`config.mk`:
```
export PLATFORM = sky130hd
export DESIGN_NAME = dmem_arbiter
export DESIGN_NICKNAME = d
export VERILOG_FILES = /design/src/rtl/dmem_arbiter.sv
export SDC_FILE = /design/constraint.sdc
export NUM_CORES = 1
export LEC_CHECK = 0
export CAP_MARGIN = 20
export CORE_MARGIN = 2
export CORE_UTILIZATION = 40
export DETAILED_ROUTE_END_ITERATION = 7
export GPL_TIMING_DRIVEN = 0
export PLACE_DENSITY_LB_ADDON = 0.05
export SYNTH_ARGS = -nofsm -noshare
export SYNTH_HDL_FRONTEND = slang
export SYNTH_SLANG_ARGS = --single-unit
```
`constraint.sdc`:
```
create_clock -name clock -period 2 [get_ports clock]
set_input_delay 0.4 -clock clock [delete_from_list [all_inputs] [get_ports clock]]
set_output_delay 0.4 -clock clock [all_outputs]
set_load 0.005 [all_outputs]
```
`src/rtl/dmem_arbiter.sv`:
```
// dmem_arbiter: two-master request/ack arbiter in front of a single-port synchronous data RAM.
// Build option: define DMEM_ARB_FIXED_PRIO_EN for fixed priority (master 0 wins ties); default is round-robin.
module dmem_arbiter #(
  parameter int AW = 5,
  parameter int DW = 32
) (
  input  logic          clock,
  input  logic          resetn,
  input  logic          m0_req,
  input  logic          m0_we,
  input  logic [AW-1:0] m0_addr,
  input  logic [DW-1:0] m0_wdata,
  output logic          m0_ack,
  output logic [DW-1:0] m0_rdata,
  input  logic          m1_req,
  input  logic          m1_we,
  input  logic [AW-1:0] m1_addr,
  input  logic [DW-1:0] m1_wdata,
  output logic          m1_ack,
  output logic [DW-1:0] m1_rdata,
  output logic [AW-1:0] ram_addr,
  output logic [DW-1:0] ram_wdata,
  output logic          ram_we,
  input  logic [DW-1:0] ram_rdata,
  output logic          busy,
  output logic          grant
);
  typedef enum logic [1:0] {IDLE, ISSUE, CAPTURE, ACK} state_t;
  state_t state, next;
  logic win;
  logic lat_we;
  logic [AW-1:0] lat_addr;
  logic [DW-1:0] lat_wdata;
`ifndef DMEM_ARB_FIXED_PRIO_EN
  logic last;
`endif
  // winner selection and next-state sequencing
  always_comb begin
    win = m1_req & ~m0_req;
`ifndef DMEM_ARB_FIXED_PRIO_EN
    win = (m0_req & m1_req) ? ~last : m1_req;
`endif
    next = state;
    next = state == IDLE    ? ((m0_req | m1_req) ? ISSUE : IDLE) :
           state == ISSUE   ? CAPTURE :
           state == CAPTURE ? ACK : IDLE;
  end
  // state, latched request, read-data capture and last-served pointer
  always_ff @(posedge clock) begin
    if (!resetn) begin
      state     <= IDLE;
      grant     <= 1'b0;
      lat_we    <= 1'b0;
      lat_addr  <= '0;
      lat_wdata <= '0;
      m0_rdata  <= '0;
      m1_rdata  <= '0;
`ifndef DMEM_ARB_FIXED_PRIO_EN
      last      <= 1'b1;
`endif
    end else begin
      state <= next;
      if (state == IDLE && (m0_req | m1_req)) begin
        grant     <= win;
        lat_we    <= win ? m1_we : m0_we;
        lat_addr  <= win ? m1_addr : m0_addr;
        lat_wdata <= win ? m1_wdata : m0_wdata;
      end
      if (state == CAPTURE && !lat_we && grant) m1_rdata <= ram_rdata;
      if (state == CAPTURE && !lat_we && !grant) m0_rdata <= ram_rdata;
`ifndef DMEM_ARB_FIXED_PRIO_EN
      if (state == ACK) last <= grant;
`endif
    end
  end
  assign ram_addr  = lat_addr;
  assign ram_wdata = lat_wdata;
  assign ram_we    = (state == ISSUE) & lat_we;
  assign m0_ack    = (state == ACK) & ~grant;
  assign m1_ack    = (state == ACK) & grant;
  assign busy      = state != IDLE;
endmodule

```
==> flow_summary.json, run 1 <==
{
  "cts_root_buf": "clkbuf_8",
  "async_flop_share": 0,
  "grt_max_degree": 20,
  "final_nets": 862,
  "num-fill-cells": 939,
  "synth.top_cells.by_area": "dfxtp_1 (50%), nand2_1 (15%), a21oi_1 (9.3%)",
  "cpLargestDelayFamily": "buffers and inverters",
  "yosys_warnings": 0,
  "critPathKind": "flop to output port",
  "synth_nets": 635,
  "yosysSeqAreaShare": 0.503,
  "multiInputGateArea_um2": 1860,
  "ant_nets": 0,
  "cp_max_fo": 4,
  "dieArea_um2": 11400,
  "rsz0062_at_grt": "false",
  "crit_buf_inv": 3,
  "swShare": 0.262,
  "peakVddDrop_mv": 0.347,
  "syn-cell-area_um2": 4220,
  "min_to": "m0_rdata[6]",
  "numCtsBuffers": 9,
  "required_ns": 1.60,
  "place_hpwl_mm": 10.2,
  "skew_ns": 0.00879,
  "grt.total_usage": 0.231,
  "drtIter0Drc": 151,
  "finalSetupViolCount": 0,
  "p_clk_frac": 0.309,
  "first_pass_iters": 6,
  "min_from": "resetn",
  "crit_chain": "inv_1, ha_1, inv_1, dlygate4sd2_1",
  "synth_top_area_frac": 0.503,
  "holdPathStages": 2,
  "overflow": 0,
  "grt_pass1_wl_mm": 20.9,
  "dpl_cell_area_um2": 6550,
  "row_count": 37,
  "rr_startpoint": "state[0]",
  "drive_gt1_frac": 0.0613,
  "power_switching_mw": 1.17,
  "htree_levels": 3,
  "utilization": 0.657,
  "syn2layout_area_growth_pct": 60.2,
  "maxCapViolCount": 0,
  "worst_setup_path_start_kind": "flop",
  "seq_power_share": 0.507,
  "fin_ws_ns": 0.147,
  "place_congestion": 0.771,
  "hold_viol": 0,
  "outcome": "finished clean",
  "avgViaCountPerCell": 4.98,
  "max_freq_mhz": 540,
  "path_clk_slew_ns": 0.11,
  "end_kind": "output port",
  "antenna_cells": 0,
  "io_buffers": 216,
  "wl_mm": 13.3,
  "dp_cells": 870,
  "leakagePower_nw": 2.51,
  "crit_arrival_ns": 1.45,
  "synth_ff_type": "dfxtp_1",
  "cts_hold_buf": 0,
  "fp.dieH_um": 107,
  "path_common_cell": "inv_1",
  "post_synth_num_cell_types": 27,
  "clock_path_buffers": 2,
  "wl_per_cell_um": 15.0,
  "reg2reg_setup_slack_ns": 0.30,
  "start_util": 0.410,
  "clk_latency_ns": 0.37,
  "synth_cells": 518,
  "ioPinCount": 218,
  "regArea_um2": 2120,
  "drc": 0,
  "cts_tree": "built",
  "final_cell_mix": "clkdlybuf4s50_1 (212), nand2_1 (167), dfxtp_1 (104)",
  "syn_avg_cell_area_um2": 8.14,
  "slowest_stage": "dfxtp_2",
  "grt_pass1_vias": 4334,
  "final_cells": 886,
  "drv_slew": 0,
  "combPwrFrac": 0.184,
  "postCtsSetupBuffers": 0,
  "synth_edf_count": 0,
  "final.min_clock_period_ns": 1.85,
  "preCtsSetupSlack_ns": 0.0372,
  "p_int_mw": 3.31,
  "synth_seq_cells": 106,
  "vias": 4408,
  "hold_path.class": "input port to flop",
  "fin_area_um2": 6750,
  "layout_commonest_cell": "clkdlybuf4s50_1",
  "p_per_area_nw_per_um2": 664,
  "worstReg2RegEnd": "ram_wdata[27]",
  "cp_slowest_stage_delay_ns": 0.36,
  "synth_top_area_cell": "dfxtp_1",
  "slew-limit-headroom": 0.688,
  "core_um2": 10300,
  "antenna_found_initial": 0,
  "die_w_um": 107,
  "r2r_cells": 7,
  "finalSetupTns_ns": 0,
  "min_period_over_period": 0.927,
  "tightest_slew_ns": 0.468,
  "clock-sinks": 106
}
[what timing repair did]
action                                  CTS  global route
endpoints found under the setup margin    4             0
resized for setup                         6             0
endpoints found under the hold margin     0             0
[worst max path at each step]
stage,start,endpoint,slack [ns],depth (start not counted)
2_1_floorplan,state[0],m0_rdata[10],0.60,7
3_3_place_gp,m0_req,ram_wdata[29],0.07,6
3_5_place_dp,m0_req,ram_wdata[27],0.04,6
4_1_cts,state[0],busy,0.12,4
5_1_grt,state[1],busy,0.06,4
6_report,state[0],busy,0.15,4
[through the flow]
stage | power, mW | hold WS (ns)
floorplan | 2.61 | 0.451
global placement | 3.13 | 0.441
global route | 4.69 | 0.368
detailed placement | 3.15 | 0.444
CTS | 4.53 | 0.372
finish | 4.49 | 0.376
[power groups by stage]
stage	clock, mW	combinational, mW	sequential [mW]
6_report	1.39	0.824	2.28
5_1_grt	1.50	0.900	2.29
4_1_cts	1.42	0.831	2.27
3_5_place_dp	0	0.828	2.32
3_3_place_gp	0	0.812	2.31
2_1_floorplan	0	0.291	2.32
[synthesized netlist by cell type (2+ instances only)]
| cell type | number |
|---|---|
| and2_1 | 2 |
| buf_2 | 17 |
| clkbuf_1 | 15 |
| ha_1 | 5 |
| nor2b_1 | 2 |
| nand2_1 | 167 |
| dfxtp_1 | 106 |
| inv_1 | 4 |
| a21boi_0 | 16 |
| a21oi_1 | 78 |
| o21ai_1 | 9 |
| buf_4 | 4 |
| buf_6 | 3 |
| a21boi_1 | 48 |
| o21ai_0 | 30 |
[worst register-to-register path, cell delays in order (launching register included)]
cell	delay [ns]
dfxtp_2	0.36
inv_1	0.07
ha_1	0.26
o21ai_1	0.18
buf_2	0.28
buf_2	0.26
a21oi_1	0.07
a21oi_1	0.15
[cell type report]
| class | instances | share of cell area |
|---|---|---|
| well taps | 136 | 0.0252 |
| multi-input cells | 367 | 0.276 |
| plain buffers | 41 | 0.0317 |
| clock buffers | 9 | 0.0183 |
| flip-flops and latches | 106 | 0.315 |
| inverters | 4 | 0.00222 |
| clock inverters | 7 | 0.0124 |
| repair buffers | 216 | 0.319 |
[logic make-up after synthesis]
family	after synthesis	synth area share
compound gates	185	0.262
buf+inv	45	0.0543
fa+ha+maj	5	0.0148
simple gates	177	0.166
flops	106	0.503
[sequential cells by signal, indices dropped and copies added (netlist names)]
| register | flops |
|---|---|
| ram_wdata | 32 |
| lat_we | 1 |
| m1_rdata | 32 |
| state | 2 |
| ram_addr | 5 |
| last | 1 |
| m0_rdata | 32 |
| grant | 1 |
[routing by layer]
| layer | up-vias | GRT usage | share of wire |
|---|---|---|---|
| li1 | 2170 | - | - |
| met1 | 2053 | 0.257 | 0.39 |
| met2 | 164 | 0.409 | 0.50 |
| met3 | 21 | 0.0821 | 0.092 |
| met4 | 0 | 0.0788 | 0.018 |
| met5 | - | 0 | 0 |
Power figures use the tool's default switching activity.
==> run 2: changes to the inputs <==
--- a/config.mk
+++ b/config.mk
@@ -11,6 +11,8 @@
 export DETAILED_ROUTE_END_ITERATION = 7
 export GPL_TIMING_DRIVEN = 0
 export PLACE_DENSITY_LB_ADDON = 0.05
+export SETUP_SLACK_MARGIN = 0.02
+export SLEW_MARGIN = 20
 export SYNTH_ARGS = -nofsm -noshare
 export SYNTH_HDL_FRONTEND = slang
 export SYNTH_SLANG_ARGS = --single-unit
==> results of run 2 <==
Same layout as run 1: the final DEF is identical, and so are final timing and power.
